File: src/rtl/ahb_slave_arbiter.sv
// ahb_slave_arbiter: shares one AHB slave port among MASTER_NUM masters with round-robin grant and burst/lock hold
//   hclk, hreset_n            : clock, async active-low reset
//   hreq, htrans_m, hburst_m  : per-master request, transfer type and burst type for this slave
//   hlock, hready             : per-master lock request, slave hreadyout
//   hgrant, hmaster_addr      : registered one-hot address-phase grant and its index
//   hmaster_data(_valid)      : data-phase owner index and data-phase active flag
module ahb_slave_arbiter #(
  parameter int MASTER_NUM = 4,
  parameter int MASTER_ID_WIDTH = $clog2(MASTER_NUM)
) (
  input  logic                            hclk,
  input  logic                            hreset_n,
  input  logic [MASTER_NUM-1:0]           hreq,
  input  logic [MASTER_NUM-1:0][1:0]      htrans_m,
  input  logic [MASTER_NUM-1:0][2:0]      hburst_m,
  input  logic [MASTER_NUM-1:0]           hlock,
  input  logic                            hready,
  output logic [MASTER_NUM-1:0]           hgrant,
  output logic [MASTER_ID_WIDTH-1:0]      hmaster_addr,
  output logic [MASTER_ID_WIDTH-1:0]      hmaster_data,
  output logic                            hmaster_data_valid
);
  localparam logic [1:0] IDLE = 2'b00, BUSY = 2'b01, NONSEQ = 2'b10;
  localparam logic [2:0] INCR = 3'b001;
  logic [MASTER_ID_WIDTH-1:0] owner_q, owner_d, rr_ptr_q, rr_ptr_d, data_owner_q, win, idx;
  logic                       owner_valid_q, owner_valid_d, data_valid_q, found, own_req, accept, hold;
  logic [1:0]                 tr;
  logic [2:0]                 bu;
  logic [3:0]                 beat_cnt_q, beat_cnt_d, len_m1;
  assign tr = htrans_m[owner_q];
  assign bu = hburst_m[owner_q];
  assign own_req = owner_valid_q && hreq[owner_q];
  assign accept = hready && own_req && tr[1];
  assign hmaster_addr = owner_q;
  assign hmaster_data = data_owner_q;
  assign hmaster_data_valid = data_valid_q;
  // Scan downward in offset so the lowest offset from rr_ptr is the last (winning) assignment.
  always_comb begin
    win = '0;
    idx = '0;
    found = 1'b0;
    for (int i = MASTER_NUM - 1; i >= 0; i--) begin
      idx = MASTER_ID_WIDTH'((int'(rr_ptr_q) + i) % MASTER_NUM);
      if (hreq[idx]) begin
        found = 1'b1;
        win = idx;
      end
    end
  end
  // INCR has no fixed length and loads 0; it is held by its own rule instead of the counter.
  always_comb begin
    len_m1 = bu[2:1] == 2'd0 ? 4'd0 : bu[2:1] == 2'd1 ? 4'd3 : bu[2:1] == 2'd2 ? 4'd7 : 4'd15;
    beat_cnt_d = !accept ? beat_cnt_q : tr == NONSEQ ? len_m1 : beat_cnt_q == 4'd0 ? 4'd0 : beat_cnt_q - 4'd1;
    hold = own_req && (hlock[owner_q] || (tr != IDLE && (bu == INCR || beat_cnt_d != 4'd0 || tr == BUSY)));
    owner_d = hold || !found ? owner_q : win;
    owner_valid_d = hold || found;
    rr_ptr_d = hold || !found ? rr_ptr_q : MASTER_ID_WIDTH'((int'(win) + 1) % MASTER_NUM);
    hgrant = '0;
    if (owner_valid_q) hgrant[owner_q] = 1'b1;
  end
  always_ff @(posedge hclk or negedge hreset_n) begin
    if (!hreset_n) begin
      owner_q <= '0;
      owner_valid_q <= 1'b0;
      rr_ptr_q <= '0;
      beat_cnt_q <= '0;
      data_owner_q <= '0;
      data_valid_q <= 1'b0;
    end else if (hready) begin
      owner_q <= owner_d;
      owner_valid_q <= owner_valid_d;
      rr_ptr_q <= rr_ptr_d;
      beat_cnt_q <= beat_cnt_d;
      data_owner_q <= owner_q;
      data_valid_q <= accept;
    end
  end
endmodule

File: config.mk
export PLATFORM = sky130hd
export DESIGN_NAME = ahb_slave_arbiter
export DESIGN_NICKNAME = d
export VERILOG_FILES = /design/src/rtl/ahb_slave_arbiter.sv
export SDC_FILE = /design/constraint.sdc
export NUM_CORES = 1
export LEC_CHECK = 0
export CAP_MARGIN = 25
export CORE_MARGIN = 10
export CORE_UTILIZATION = 37
export CTS_CLUSTER_DIAMETER = 120
export DETAILED_ROUTE_END_ITERATION = 7
export GPL_TIMING_DRIVEN = 0
export PLACE_DENSITY = 0.71
export SLEW_MARGIN = 5
export SYNTH_ARGS = -nofsm -noshare
export SYNTH_HDL_FRONTEND = slang
export SYNTH_SLANG_ARGS = --single-unit
File: constraint.sdc
create_clock -name hclk -period 2.2 [get_ports hclk]
set_input_delay 0.33 -clock hclk [delete_from_list [all_inputs] [get_ports hclk]]
set_output_delay 0.33 -clock hclk [all_outputs]
set_load 0.1 [all_outputs]
[Word-level counts from Yosys, hierarchy flattened]
Cells that the tools add are included.
Word-level totals
  flip-flop bits (word level): 12
  input bits: 31
  word-level logic and storage cells: 73
Operators by class
  add/subtract/negate cells: 5
  $lt $le $gt $ge: 6
  eq/ne operators: 5
  multiplexer cells: 33
  bitwise operators: 1
  reduce and logical (&&, ||, !) cells: 17
Operators with widths (count)
  $mux W4: 7
  $lt A2 B3 Y1 const B: 5
  $bmux W1 S2: 6
  $mux W1: 11
  $mux W2: 5
  $bmux W3 S2: 1
  $logic_and A1 B1 Y1: 6
  $logic_or A1 B1 Y1: 5
  $add A2 B1 Y2 const B: 2
  $add A2 B2 Y2 const B: 2
  $bmux W2 S2: 1
  $eq A2 B1 Y1 const B: 2
  $eq A2 B2 Y1 const B: 2
  $logic_not A4 Y1: 1
  $reduce_bool A4 Y1: 1
  $sub A4 B1 Y4 const B: 1
  $eq A3 B1 Y1 const B: 1
  $mux W3: 1
  $demux W1 S2: 1
  $ge A2 B1 Y1 const B: 1
  $logic_not A2 Y1: 1
  $reduce_and A2 Y1: 1
  $reduce_bool A2 Y1: 1
  $logic_not A1 Y1: 1
  $not A1 Y1: 1

[Depth between registers and ports, before layout]
  depth after elaboration: 17
  gate-level depth with buffers: 8
  depth with buffers taken out: 6

[Worst setup path after synthesis]
Ideal clock, no wire load.
  path type: flip-flop to output port
  from: register owner_q[1], in the netlist hmaster_addr[1]
  to: output hgrant[2]
  data arrival time: 3.638 ns
  required time: 1.870 ns
  path slack: -1.768 ns
  cell stages (with the launch flop): 4
  path through: dfrtp_1 > clkbuf_1 > buf_2 > nor3b_1
Between the ends
  cells in the longest elaborated chain, start to end: 5
  elaborated cells between the ends (all ways): 6
Ends and longest elaborated chain
  start, declared: RTL line 25  | logic [MASTER_ID_WIDTH-1:0] owner_q, owner_d, rr_ptr_q, rr_ptr_d, data_owner_q, win, idx;
  start signal, assigned: RTL line 70  | owner_q <= owner_d;
  $lt A2 B3 Y1 (implied by the code) or $ge A2 B1 Y1 (tied branches): RTL line 59  | if (owner_valid_q) hgrant[owner_q] = 1'b1;
  $logic_and A1 B1 Y1 (implied by the code): RTL line 59
  $mux W1 (implied by the code): RTL line 59
  $demux W1 S2 *: RTL line 59
  $mux W4 *: RTL line 59
  end, declared: RTL line 18  | output logic [MASTER_NUM-1:0] hgrant,
Mark *: on every way between the ends. The rest lies on a longest branch, timed or not.

[Worst setup path after layout]
  from: register owner_q[0], in the netlist hmaster_addr[0]
  to: register rr_ptr_q[1]
Between the ends
  cells in the longest elaborated chain, start to end: 17
  elaborated cells between the ends (all ways): 32
Ends and longest elaborated chain
  $bmux W3 S2: RTL line 31  | assign bu = hburst_m[owner_q];
  $mux W3 (implied by the code): RTL line 31
  $eq A2 B2 Y1: RTL line 52  | len_m1 = bu[2:1] == 2'd0 ? 4'd0 : bu[2:1] == 2'd1 ? 4'd3 : bu[2:1] == 2'd2 ? 4'd7 : 4'd15;
  $mux W4 (3 in series): RTL line 52
  $mux W4 (2 in series): RTL line 53  | beat_cnt_d = !accept ? beat_cnt_q : tr == NONSEQ ? len_m1 : beat_cnt_q == 4'd0 ? 4'd0 : beat_cnt_q - 4'd1;
  $reduce_bool A4 Y1: RTL line 54  | hold = own_req && (hlock[owner_q] || (tr != IDLE && (bu == INCR || beat_cnt_d != 4'd0 || tr == BUSY)));
  $logic_or A1 B1 Y1 (2 in series): RTL line 54
  $logic_and A1 B1 Y1: RTL line 54
  $logic_or A1 B1 Y1: RTL line 54
  $logic_and A1 B1 Y1 *: RTL line 54
  $logic_or A1 B1 Y1 *: RTL line 57  | rr_ptr_d = hold || !found ? rr_ptr_q : MASTER_ID_WIDTH'((int'(win) + 1) % MASTER_NUM);
  $not A1 Y1 (no line) *
  $reduce_and A2 Y1 (no line) *
  end signal, assigned: RTL line 72  | rr_ptr_q <= rr_ptr_d;
  end, declared: RTL line 25
Mark *: on every way between the ends. The rest lies on a longest branch, timed or not. The select of a mux whose other input is x is not followed.
A chain may end at the register's enable or synchronous reset.

==> out/metrics.cfg <==
[layout]
antennaDiodeCount = 0
stdcell_count = 173
area_growth_pct = 69.1
nNetsFinal = 175
post-route-util = 0.641
drive_gt1_frac = 0.343

[global_routing]
grt_pass1_vias = 1016
grt_pass1_wl_mm = 5.08
grt_overflow_total = 0
grt_max_degree = 13
gr-usage-all-layers = 0.122
antenna_found_initial = 0

[worst_setup_path]
cp_num_buf_inv = 1
r2r_start = hmaster_addr[0]
setup.worst_path.start = hmaster_addr[0]
start_kind = flip-flop
required_ns = 2.35
crit_slowest_cell = mux4_2
worstReg2RegEnd = rr_ptr_q[1]
r2r_setup_slack_ns = -0.22
cp.depth = 6
ff2ff_path_depth = 6
cp_top_family = multiplexers
crit_fanout = 8
worstPathArrival_ns = 2.57
cp_cell_sequence = buf_8, mux4_2, or3_4, a32oi_2, a41oi_2, mux2_4
endpoint = rr_ptr_q[1]
crit_type = flip-flop to flip-flop
cpPeakStageDelay_ns = 0.56
endpoint_kind = flip-flop

[drt]
dr.pass1.iters = 4
ant_nets = 0
drc_errors = 0
drt_iter0_markers = 72
wire_per_inst_um = 17.8
vias = 960
wl_mm = 3.08
via_per_inst = 5.55

[synth]
synth.area.top_cells = dfrtp_1 33%, mux4_2 9.8%, mux2_2 6.1%
synth_area_leader_cell = dfrtp_1
synthesis.nets = 121
syn_inst = 90
synth.most_common_cell = dfrtp_1
synth_area_sq_um = 922
synth_commonest_cells = 12 x dfrtp_1, 7 x inv_1, 7 x nand2_1
synth_flop_cell = dfrtp_1
synth.avg_cell_area_sq_um = 10.2
synth_top_area_frac = 0.326
ys_types = 36
ys_seq_area_frac = 0.326
synth_seq_cells = 12
synth_edf_count = 0
async_reset_ff_frac = 1.00
yosys_warnings = 0

[sta]
grt_setup_unrepaired = yes
finClkSkew_ns = 0.00543
layout_min_cycle_time_ns = 2.42
drv_slew = 0
relSlewSlack = 0.347
worst_slack_ns = -0.218
period_share = 1.10
fmax_mhz = 414
hold_viol_final = 0
worstMarginPinSlew_ns = 0.977
final-setup-viol-count = 4
finalSetupTns_ns = -0.798

[clock_network]
clkTransAtPathRegs_ns = 0.08
clockBufferDepth = 2
clk-insertion-delay-late_ns = 0.27
cts_tree = yes
cts_buffers = 3
cts_root_buffer = clkbuf_4
cts.htree.levels = 1
clkSinkCount = 12

[placement]
placedCellCount = 159
hpwl_mm = 2.22
gp_congestion = 0.802
io_buffers = 39

[run_status]
violations = negative setup slack
status = complete, but fails checks

[floorplanning]
die_w_um = 69.9
rows = 18
core_sq_um = 2430
io_pins = 40
die_y_um = 69.9
die_area_sq_um = 4890
start_util = 0.379

[worst_hold_path]
hp-class = primary input to async pin

[power_and_ir_drop]
seqPwrFrac = 0.180
p_per_area_nw_per_um2 = 1540
p_comb_frac = 0.747
power.internal_mw = 1.16
ir_worst_vdd_mv = 1.17
p_sw_mw = 1.24
cellLeakagePower_nw = 0.642
swShare = 0.517
pwr-share-clk = 0.073
p_total_mw = 2.39

[flow_run]
drv_cap = 0

==> metrics by stage <==
stage | hold slack, ns | setup WS [ns] | area [sq um]
after global routing | 0.438 | -0.295 | 1560
after floorplan | 0.0344 | -0.349 | 950
after global placement | 0.492 | -0.478 | 1380
final | 0.406 | -0.218 | 1560
after CTS | 0.415 | -0.217 | 1530
after detailed placement | 0.500 | -0.560 | 1380
==> registers in the layout, indices dropped and copies added (netlist names) <==
name / cells
beat_cnt_q: 4
hmaster_addr: 2
hmaster_data: 2
hmaster_data_valid: 1
owner_valid_q: 1
rr_ptr_q: 2
==> layout by cell type (no fill, tap or decap), types with 3 or more instances in the layout <==
cell,synthesis,routed
clkbuf_4,0,5
clkdlybuf4s50_1,0,33
mux2i_1,5,4
dfrtp_1,12,10
nand2_1,7,7
mux2_2,5,4
mux4_2,4,6
buf_4,0,13
nor2_1,5,3
nand3_1,4,4
inv_1,7,7
o21ai_0,5,4
==> routing by layer <==
metal | up-vias | share of wire | GRT usage
met1 | 474 | 0.36 | 0.133
met3 | 6 | 0.050 | 0.0395
li1 | 450 | - | -
met2 | 30 | 0.57 | 0.231
met5 | - | 0 | 0
met4 | 0 | 0.018 | 0.0110
==> power by group through the flow <==
stage,clock network (mW),logic (mW),registers (mW)
2_1_floorplan,0,0.842,0.740
3_3_place_gp,0,1.49,0.424
3_5_place_dp,0,1.51,0.429
4_1_cts,0.180,1.72,0.427
5_1_grt,0.188,1.89,0.452
6_report,0.174,1.79,0.432
==> kinds of logic after synthesis <==
group	share of synthesized area
and+or+nand+nor	0.174
AOI/OAI and AO/OA	0.166
muxes	0.270
DFF	0.326
buffers and inverters	0.0556
xor gates and xnor gates	0.00950
==> worst min-delay path by stage <==
| stage | startpoint | to | slack [ns] | depth (start not counted) |
|---|---|---|---|---|
| after floorplan | hreset_n | beat_cnt_q[0] | 0.03 | 0 |
| after global placement | hmaster_data[1] | hmaster_data[1] | 0.49 | 1 |
| after detailed placement | hmaster_data[0] | hmaster_data[0] | 0.50 | 1 |
| after CTS | hreset_n | rr_ptr_q[0] | 0.42 | 1 |
| after global routing | hreset_n | hmaster_addr[1] | 0.44 | 1 |
| final | hreset_n | hmaster_addr[1] | 0.41 | 1 |
==> final cells by class <==
| cell class | count | area [sq um] |
|---|---|---|
| inverter | 7 | 26.3 |
| clock buffer | 4 | 36.3 |
| multi-input combinational | 68 | 659 |
| timing repair buffer | 48 | 440 |
| tap | 30 | 37.5 |
| fill | 211 | 873 |
| sequential | 12 | 308 |
| buffer | 4 | 51.3 |
==> repair_timing <==
| action | CTS | global route |
|---|---|---|
| setup endpoints to repair | 8 | 7 |
| buffers inserted | 9 | 0 |
| endpoints found under the hold margin | 0 | 0 |
| gates resized for setup | 33 | 12 |
| cloned | 1 | 0 |
| hold buffers | 0 | 0 |
| pin swaps | 3 | 2 |
Note: power is estimated with default switching activity, not from simulation.
